### src/rtl/aes_tb_pkg.sv
// Shared constants and FSM encoding for the aes_128 response-side checker.
package aes_tb_pkg;

  localparam int AES_WIDTH = 128;
  localparam int AES_LATENCY = 21;
  localparam logic [AES_WIDTH-1:0] MISR_POLY = 128'h87;

  typedef enum logic [1:0] {
    ST_IDLE    = 2'd0,
    ST_COLLECT = 2'd1,
    ST_DONE    = 2'd2
  } misr_state_t;

endpackage

### src/rtl/aes_response_misr_misr.sv
// WIDTH-bit multiple-input signature register: Galois-style shift with POLY
// feedback, then XOR of the incoming data word.
import aes_tb_pkg::*;

module misr #(
  parameter int WIDTH = AES_WIDTH,
  parameter logic [WIDTH-1:0] POLY = MISR_POLY
) (
  input  logic             clk,
  input  logic             rst,
  input  logic             load,
  input  logic [WIDTH-1:0] seed,
  input  logic             en,
  input  logic [WIDTH-1:0] data,
  output logic [WIDTH-1:0] sig
);

  logic [WIDTH-1:0] shifted;
  logic [WIDTH-1:0] sig_next;

  assign shifted  = {sig[WIDTH-2:0], 1'b0};
  assign sig_next = shifted ^ (sig[WIDTH-1] ? POLY : '0) ^ data;

  always_ff @(posedge clk) begin
    if (rst) begin
      sig <= seed;
    end else if (load) begin
      sig <= seed;
    end else if (en) begin
      sig <= sig_next;
    end
  end

endmodule

### src/rtl/aes_response_misr.sv
// Delays in_valid by the cipher latency, folds matching aes_128 outputs into a
// MISR and reports pass/fail after the programmed number of captures.
import aes_tb_pkg::*;

module aes_response_misr #(
  parameter int LATENCY = AES_LATENCY,
  parameter int WIDTH = AES_WIDTH,
  parameter logic [WIDTH-1:0] SEED = '0,
  parameter logic [WIDTH-1:0] POLY = MISR_POLY
) (
  input  logic             clk,
  input  logic             rst,
  input  logic             start,
  input  logic [31:0]      num_tests,
  input  logic [WIDTH-1:0] expected_sig,
  input  logic             in_valid,
  input  logic [WIDTH-1:0] dut_out,
  output logic             busy,
  output logic             done,
  output logic             pass,
  output logic             overrun,
  output logic [WIDTH-1:0] signature,
  output logic [31:0]      capture_count
);

  misr_state_t      state;
  logic [LATENCY-1:0] dly;
  logic [LATENCY:0]   dly_ext;
  logic             cap_valid;
  logic [31:0]      num_q;
  logic [WIDTH-1:0] expected_q;
  logic [31:0]      count_inc;
  logic             capture;
  logic [WIDTH-1:0] sig_next;

  assign dly_ext   = {dly, in_valid};
  assign cap_valid = dly[LATENCY-1];
  assign count_inc = capture_count + 32'd1;
  assign capture   = (state == ST_COLLECT) && cap_valid && !start;

  // Same step as the compactor; needed here so pass registers with the last update.
  assign sig_next = {signature[WIDTH-2:0], 1'b0}
                    ^ (signature[WIDTH-1] ? POLY : '0) ^ dut_out;

  misr #(
    .WIDTH (WIDTH),
    .POLY  (POLY)
  ) u_misr (
    .clk  (clk),
    .rst  (rst),
    .load (start),
    .seed (SEED),
    .en   (capture),
    .data (dut_out),
    .sig  (signature)
  );

  always_ff @(posedge clk) begin
    if (rst) begin
      state         <= ST_IDLE;
      dly           <= '0;
      num_q         <= '0;
      expected_q    <= '0;
      capture_count <= '0;
      busy          <= 1'b0;
      done          <= 1'b0;
      pass          <= 1'b0;
      overrun       <= 1'b0;
    end else if (start) begin
      // Restart drops anything in flight, including a capture due this cycle.
      dly           <= '0;
      num_q         <= num_tests;
      expected_q    <= expected_sig;
      capture_count <= '0;
      overrun       <= 1'b0;
      if (num_tests == 32'd0) begin
        state <= ST_DONE;
        busy  <= 1'b0;
        done  <= 1'b1;
        pass  <= (SEED == expected_sig);
      end else begin
        state <= ST_COLLECT;
        busy  <= 1'b1;
        done  <= 1'b0;
        pass  <= 1'b0;
      end
    end else begin
      dly <= dly_ext[LATENCY-1:0];
      case (state)
        ST_COLLECT: begin
          if (cap_valid) begin
            capture_count <= count_inc;
            if (count_inc == num_q) begin
              state <= ST_DONE;
              busy  <= 1'b0;
              done  <= 1'b1;
              pass  <= (sig_next == expected_q);
            end
          end
        end
        ST_DONE: begin
          if (cap_valid) overrun <= 1'b1;
        end
        default: ;
      endcase
    end
  end

endmodule

### config.mk
export PLATFORM = sky130hd
export DESIGN_NAME = aes_response_misr
export DESIGN_NICKNAME = d
export VERILOG_FILES = /design/src/rtl/aes_tb_pkg.sv /design/src/rtl/aes_response_misr_misr.sv /design/src/rtl/aes_response_misr.sv
export SDC_FILE = /design/constraint.sdc
export NUM_CORES = 1
export LEC_CHECK = 0
export CORE_MARGIN = 2
export CORE_UTILIZATION = 27
export DETAILED_ROUTE_END_ITERATION = 6
export PLACE_DENSITY_LB_ADDON = 0.15
export RECOVER_POWER = 25
export SLEW_MARGIN = 10
export SYNTH_ARGS = -nofsm -noshare
export SYNTH_HDL_FRONTEND = slang
export SYNTH_SLANG_ARGS = --single-unit
### constraint.sdc
create_clock -name clk -period 3.3 [get_ports clk]
set_input_delay 0.495 -clock clk [delete_from_list [all_inputs] [get_ports clk]]
set_output_delay 0.495 -clock clk [all_outputs]
set_load 0.03 [all_outputs]
# Word-level counts from Yosys, hierarchy flattened
# Index checks and enable logic that the tools add are counted.
classes:
  muxes: 21
  bitwise_logic: 2
  eq_ne: 4
  n_addsub: 1
  n_reduce_logical: 12
op_table:
  columns: ["operator", "count"]
  rows:
  - ["$xor 128x128->128", 2]
  - ["$eq 128x128->1", 1]
  - ["$logic_not 128->1", 1]
  - ["$add 32x1->32 const B", 1]
  - ["$eq 32x32->1", 1]
  - ["$logic_not 32->1", 1]
  - ["$mux 1", 15]
  - ["$mux 2", 5]
  - ["$mux 8", 1]
  - ["$reduce_bool 2->1", 3]
  - ["$reduce_and 2->1", 2]
  - ["$reduce_and 3->1", 1]
  - ["$eq 2x1->1 const B", 1]
  - ["$eq 2x2->1 const B", 1]
  - ["$logic_and 1x1->1", 2]
  - ["$reduce_or 2->1", 1]
  - ["$logic_not 1->1", 1]
totals:
  ff_bits: 347
  elab_cells: 50
  out_inout_bits: 164
  input_bits: 292

# Logic depth before layout (Yosys ltp)
# Gate-level depths: netlist (run 1).
logic_depth:
  ltp_word: 8
  depth_mapped: 10

# Modules after synthesis
# A second synthesis (run 1) with hierarchy kept.
unflattened:
  cells_unflattened: 1856
  hier_area_um2: 18257.5
by_module_without_submodules:
  columns: ["module", "area_each_um2", "seq_area_each_um2", "instances", "cells_per_inst"]
  rows:
  - ["aes_response_misr", 11653.7, 4344.2, 1, 1300]
  - ["misr", 6603.8, 3843.7, 1, 556]

# Worst setup path before layout (run 1)
# OpenSTA, ideal clock, no wires.
synth_timing:
  path_type: "flip-flop to flip-flop"
  startpoint: "register capture_count[0]"
  endpoint: "register pass"
  slack_ns: 0.459
  synth_period_minus_slack_ns: 2.841
  t_required_ns: 3.179
  stages_incl_launch_ff: 10
  t_arrival_ns: 2.721
  path_cell_list: "dfxtp_1 -> ha_1 -> nand4_1 -> or4_2 -> xnor2_1 -> nor3_1 -> nand4_1 -> nor4_1 -> a41oi_1 -> mux2_2"
synth_via:
  elab_chain_len: 4
synth_rtl:
  columns: ["item", "line_no", "rtl"]
  rows:
  - ["start: declaration", "aes_response_misr.sv:23", "output logic [31:0] capture_count"]
  - ["start signal: assignment", "aes_response_misr.sv:92", "capture_count <= count_inc;"]
  - ["$add 32x1->32", "aes_response_misr.sv:38", "assign count_inc = capture_count + 32'd1;"]
  - ["$eq 32x32->1", "aes_response_misr.sv:93", "if (count_inc == num_q) begin"]
  - ["$reduce_bool 2->1 (no source line)", null, null]
  - ["$reduce_and 3->1 (no source line)", null, null]
  - ["end signal: assignment", "aes_response_misr.sv:80", "pass <= (SEED == expected_sig);"]
  - ["end signal: assignment", "aes_response_misr.sv:97", "pass <= (sig_next == expected_q);"]
  - ["end: declaration", "aes_response_misr.sv:20", "output logic pass,"]
# Every way passes these cells.
# A chain may end at the register's enable or synchronous reset.

# Worst setup path after layout (run 1)
# Same ends and word-level chain as after synthesis.

==> run metrics, run 1 <==
slew margin rel. -11.7%; CTS Buf Count 42; drt via density 4.91; clock root buffer clkbuf_16; Die Ht 249 um; clk slew on worst S/H paths 0.06 ns; fillers 5,916; R2R cell count 9; R2R Setup Slk roughly 0.28 ns; worst-margin pin slew 1.68 ns; pin count of the biggest net entering global routing 121; clk_lat worst skew 0.59 ns; DR vias about 15,000; Synth Instances 1,700; first-pass GRT wire length about 110,000 um; Tcrit/Tclk final between 90 and 100%; fin. max-slew vios 33; Net Count, Synth ~2,000; adder-cell share of the synthesized area less than 1%; I/O pins 456; grt ovf 0; Post-synth EDFFs 0; Yosys reg bits 345; TNS Setup 0 ns; Pre-antenna DRT Iters 7; crit path DAT 3.48 ns; largest family of logic cells by synthesized area simple AND/OR/NAND/NOR gates; port buffer count 455; Synth Area in Simple Gates 16.8%; CORE AREA 59,100 um^2; Lkg Pwr between 8 and 9 nW; TritonCTS clock tree built; post-CTS setup buffers 0; dominant synthesized flop cell dfxtp_1; Die ar. 61,800 um^2; DRC viols 46; Worst setup SP type register; Async S/R FF share, synth 0%; sequential area share after synthesis 42.7%; GRT Util Overall 23.7%; CTS Buffer Depth 3; multi-input logic area 8770 um^2; post-route insts no fill 2,986; required time worst endpoint 3.76 ns; total chip power 10.5 mW; CP Capture Type register; mux cell area share after synthesis 10.2%; synth unique cells 66; failing checks design-rule violations, max-capacitance violations, max-slew violations; Yosys warnings 0; Worst Setup SP capture_count[0]$_SDFFE_PP0P_; hold crit path type in -> reg; Post-Syn Area 16,200 um^2; status finished with violations; peak supply drop 0.360 mV; Compound-Gate Fraction of Synth Area 10.7%; Synth Area in XOR/XNOR 16.3%; Tmin final just over 3 ns; vias in the first global route 15,000; Detail Route Antenna Nets 0; RR Startpoint capture_count[0]$_SDFFE_PP0P_; Avg WL per Cell 25.2 um; kind of critical path reg -> reg; GP Congestion 0.928; most frequent cells in the layout 452 x clkdlybuf4s50_1, 345 x dfxtp_1, 320 x nor2_1, 182 x xnor2_1, 164 x mux2i_1; final worst slack between 0.2 and 0.3 ns; Site Rows 89; fraction of layout cells with a size suffix above 1 around 8.6%; initial DRC count 916; pre-CTS WS -0.275 ns; dpl cells roughly 2,900; RSZ-0062 raised after global routing no; Post-CTS Resized 0; DP Wirelength 59,400 um; Fin Clk Skew 0.0301 ns; Layout area overhead 44.4%; Avg Cell Area, Syn 9.51 um^2; Die W between 200 and 250 um; FMAX 331 MHz; H-tree lvl count 2; clk sinks 345; Starting Density 27.3%; Max FO, Critical Path 7; Max-Cap Viols 1; Nets 2,469; initial antenna violation count 11; Worst Setup EP pass$_SDFFE_PP0P_; final WL ~75,000 um; final setup vio count 0; FF/Latch Area just under 7000 um^2; # hold bufs at CTS 0; most common cell after layout, fill and taps aside clkdlybuf4s50_1; power density over cell area 451 nW/um^2; r2r endpoint pass$_SDFFE_PP0P_; final hold viol count 0
[layer usage]
layer  part of all wire (%)  wire length (um)  track usage [%]
met4                    2.1              1610             6.29
met1                     45             34000             31.6
met5                  0.064                48                0
met3                    6.6              4940             4.96
met2                     46             34700             38.8
[stage by stage]
step	hold slack [ns]	area, um^2	utilization (%)
after CTS	0.248	23300	39.5
after global placement	0.410	21900	37.1
after detailed placement	0.411	21900	37.1
after floorplan	0.406	16200	-
final	0.277	23300	39.5
after global routing	0.277	23300	39.5
[critical path: stages (launching register included)]
cell and delay, ns:
dfxtp_1 0.34, ha_1 0.29, nand4_1 0.15, or4_2 0.60
xnor2_1 0.16, nor3_1 0.19, nand4_1 0.10, nor4_1 0.45
a41oi_2 0.30, mux2_2 0.35
[power breakdown]
group / internal [mW] / leakage (nW) / switching (mW)
clock: 2.85 / 0.706 / 1.95
sequential: 4.29 / 2.81 / 0.101
combinational: 0.661 / 4.94 / 0.683
[cell families (layout without fill, tap and decap cells)]
| logic type | after synthesis | in the layout |
|---|---|---|
| AOI/OAI and AO/OA | 231 | 231 |
| xor gates and xnor gates | 269 | 269 |
| adders and majority gates | 1 | 1 |
| buffers and inverters | 118 | 626 |
| DFF | 345 | 345 |
| muxes | 165 | 165 |
| other | 0 | 5 |
| and+or+nand+nor | 571 | 571 |
[flip-flops by register name, summed over array words and instances, names as in the netlist]
| register | cells |
|---|---|
| busy | 1 |
| capture_count | 32 |
| dly | 21 |
| expected_q | 128 |
| num_q | 32 |
| overrun | 1 |
| pass | 1 |
| state | 1 |
| u_misr.sig | 128 |
[worst min-delay path by stage]
stage	startpoint	to	depth (start not counted)
3_3_place_gp	dly[18]$_SDFF_PP0_	dly[19]$_SDFF_PP0_	1
4_1_cts	rst	num_q[13]$_SDFFE_PP0P_	2
6_report	rst	num_q[14]$_SDFFE_PP0P_	2
5_1_grt	rst	num_q[14]$_SDFFE_PP0P_	2
3_5_place_dp	dly[10]$_SDFF_PP0_	dly[11]$_SDFF_PP0_	1
2_1_floorplan	dly[9]$_SDFF_PP0_	dly[10]$_SDFF_PP0_	1
[cell type report]
type,count,share of cell area (%)
clock buffer,61,5.32
inverter,11,0.177
clock inverter,15,0.724
antenna,5,0.0536
tap,773,4.15
multi-input combinational,1237,37.6
timing repair buffer,539,22.4
sequential,345,29.6
[synthesized netlist by cell type (all sizes together) (2+ instances only)]
cell     number  area share [%]
dfxtp       345              43
nor2        321             7.5
xnor2       183              10
mux2i       164              10
a211oi      119             5.5
clkbuf       85             2.0
xor2         66             3.6
nor4         61             2.6
nand4        47             2.0
nand2        40            0.93
nand3        26            0.84
nor3         24            0.84
and2         22            0.85
buf          22            0.87
xnor3        20             2.8
a21oi        17            0.53
o22ai        16            0.62
o21ai        14            0.43
o221a        14            0.98
o2bb2ai      13            0.70
inv          11            0.26
a221oi        9            0.49
or3           9            0.36
a22oi         6            0.28
or4           5            0.24
a31oi         4            0.15
a41oi         4            0.22
a22o          3            0.16
and3          3            0.12
o211ai        3            0.14
and4          2            0.12
nand3b        2           0.093
nor2b         2           0.077
or2           2           0.077
No activity file was read; power rests on OpenSTA's default activity.
==> inputs of run 2 (changes only) <==
Settings changed: CAP_MARGIN set to 10.
==> results of run 2 <==
No change in the layout: final DEF, timing and power equal those of run 1.
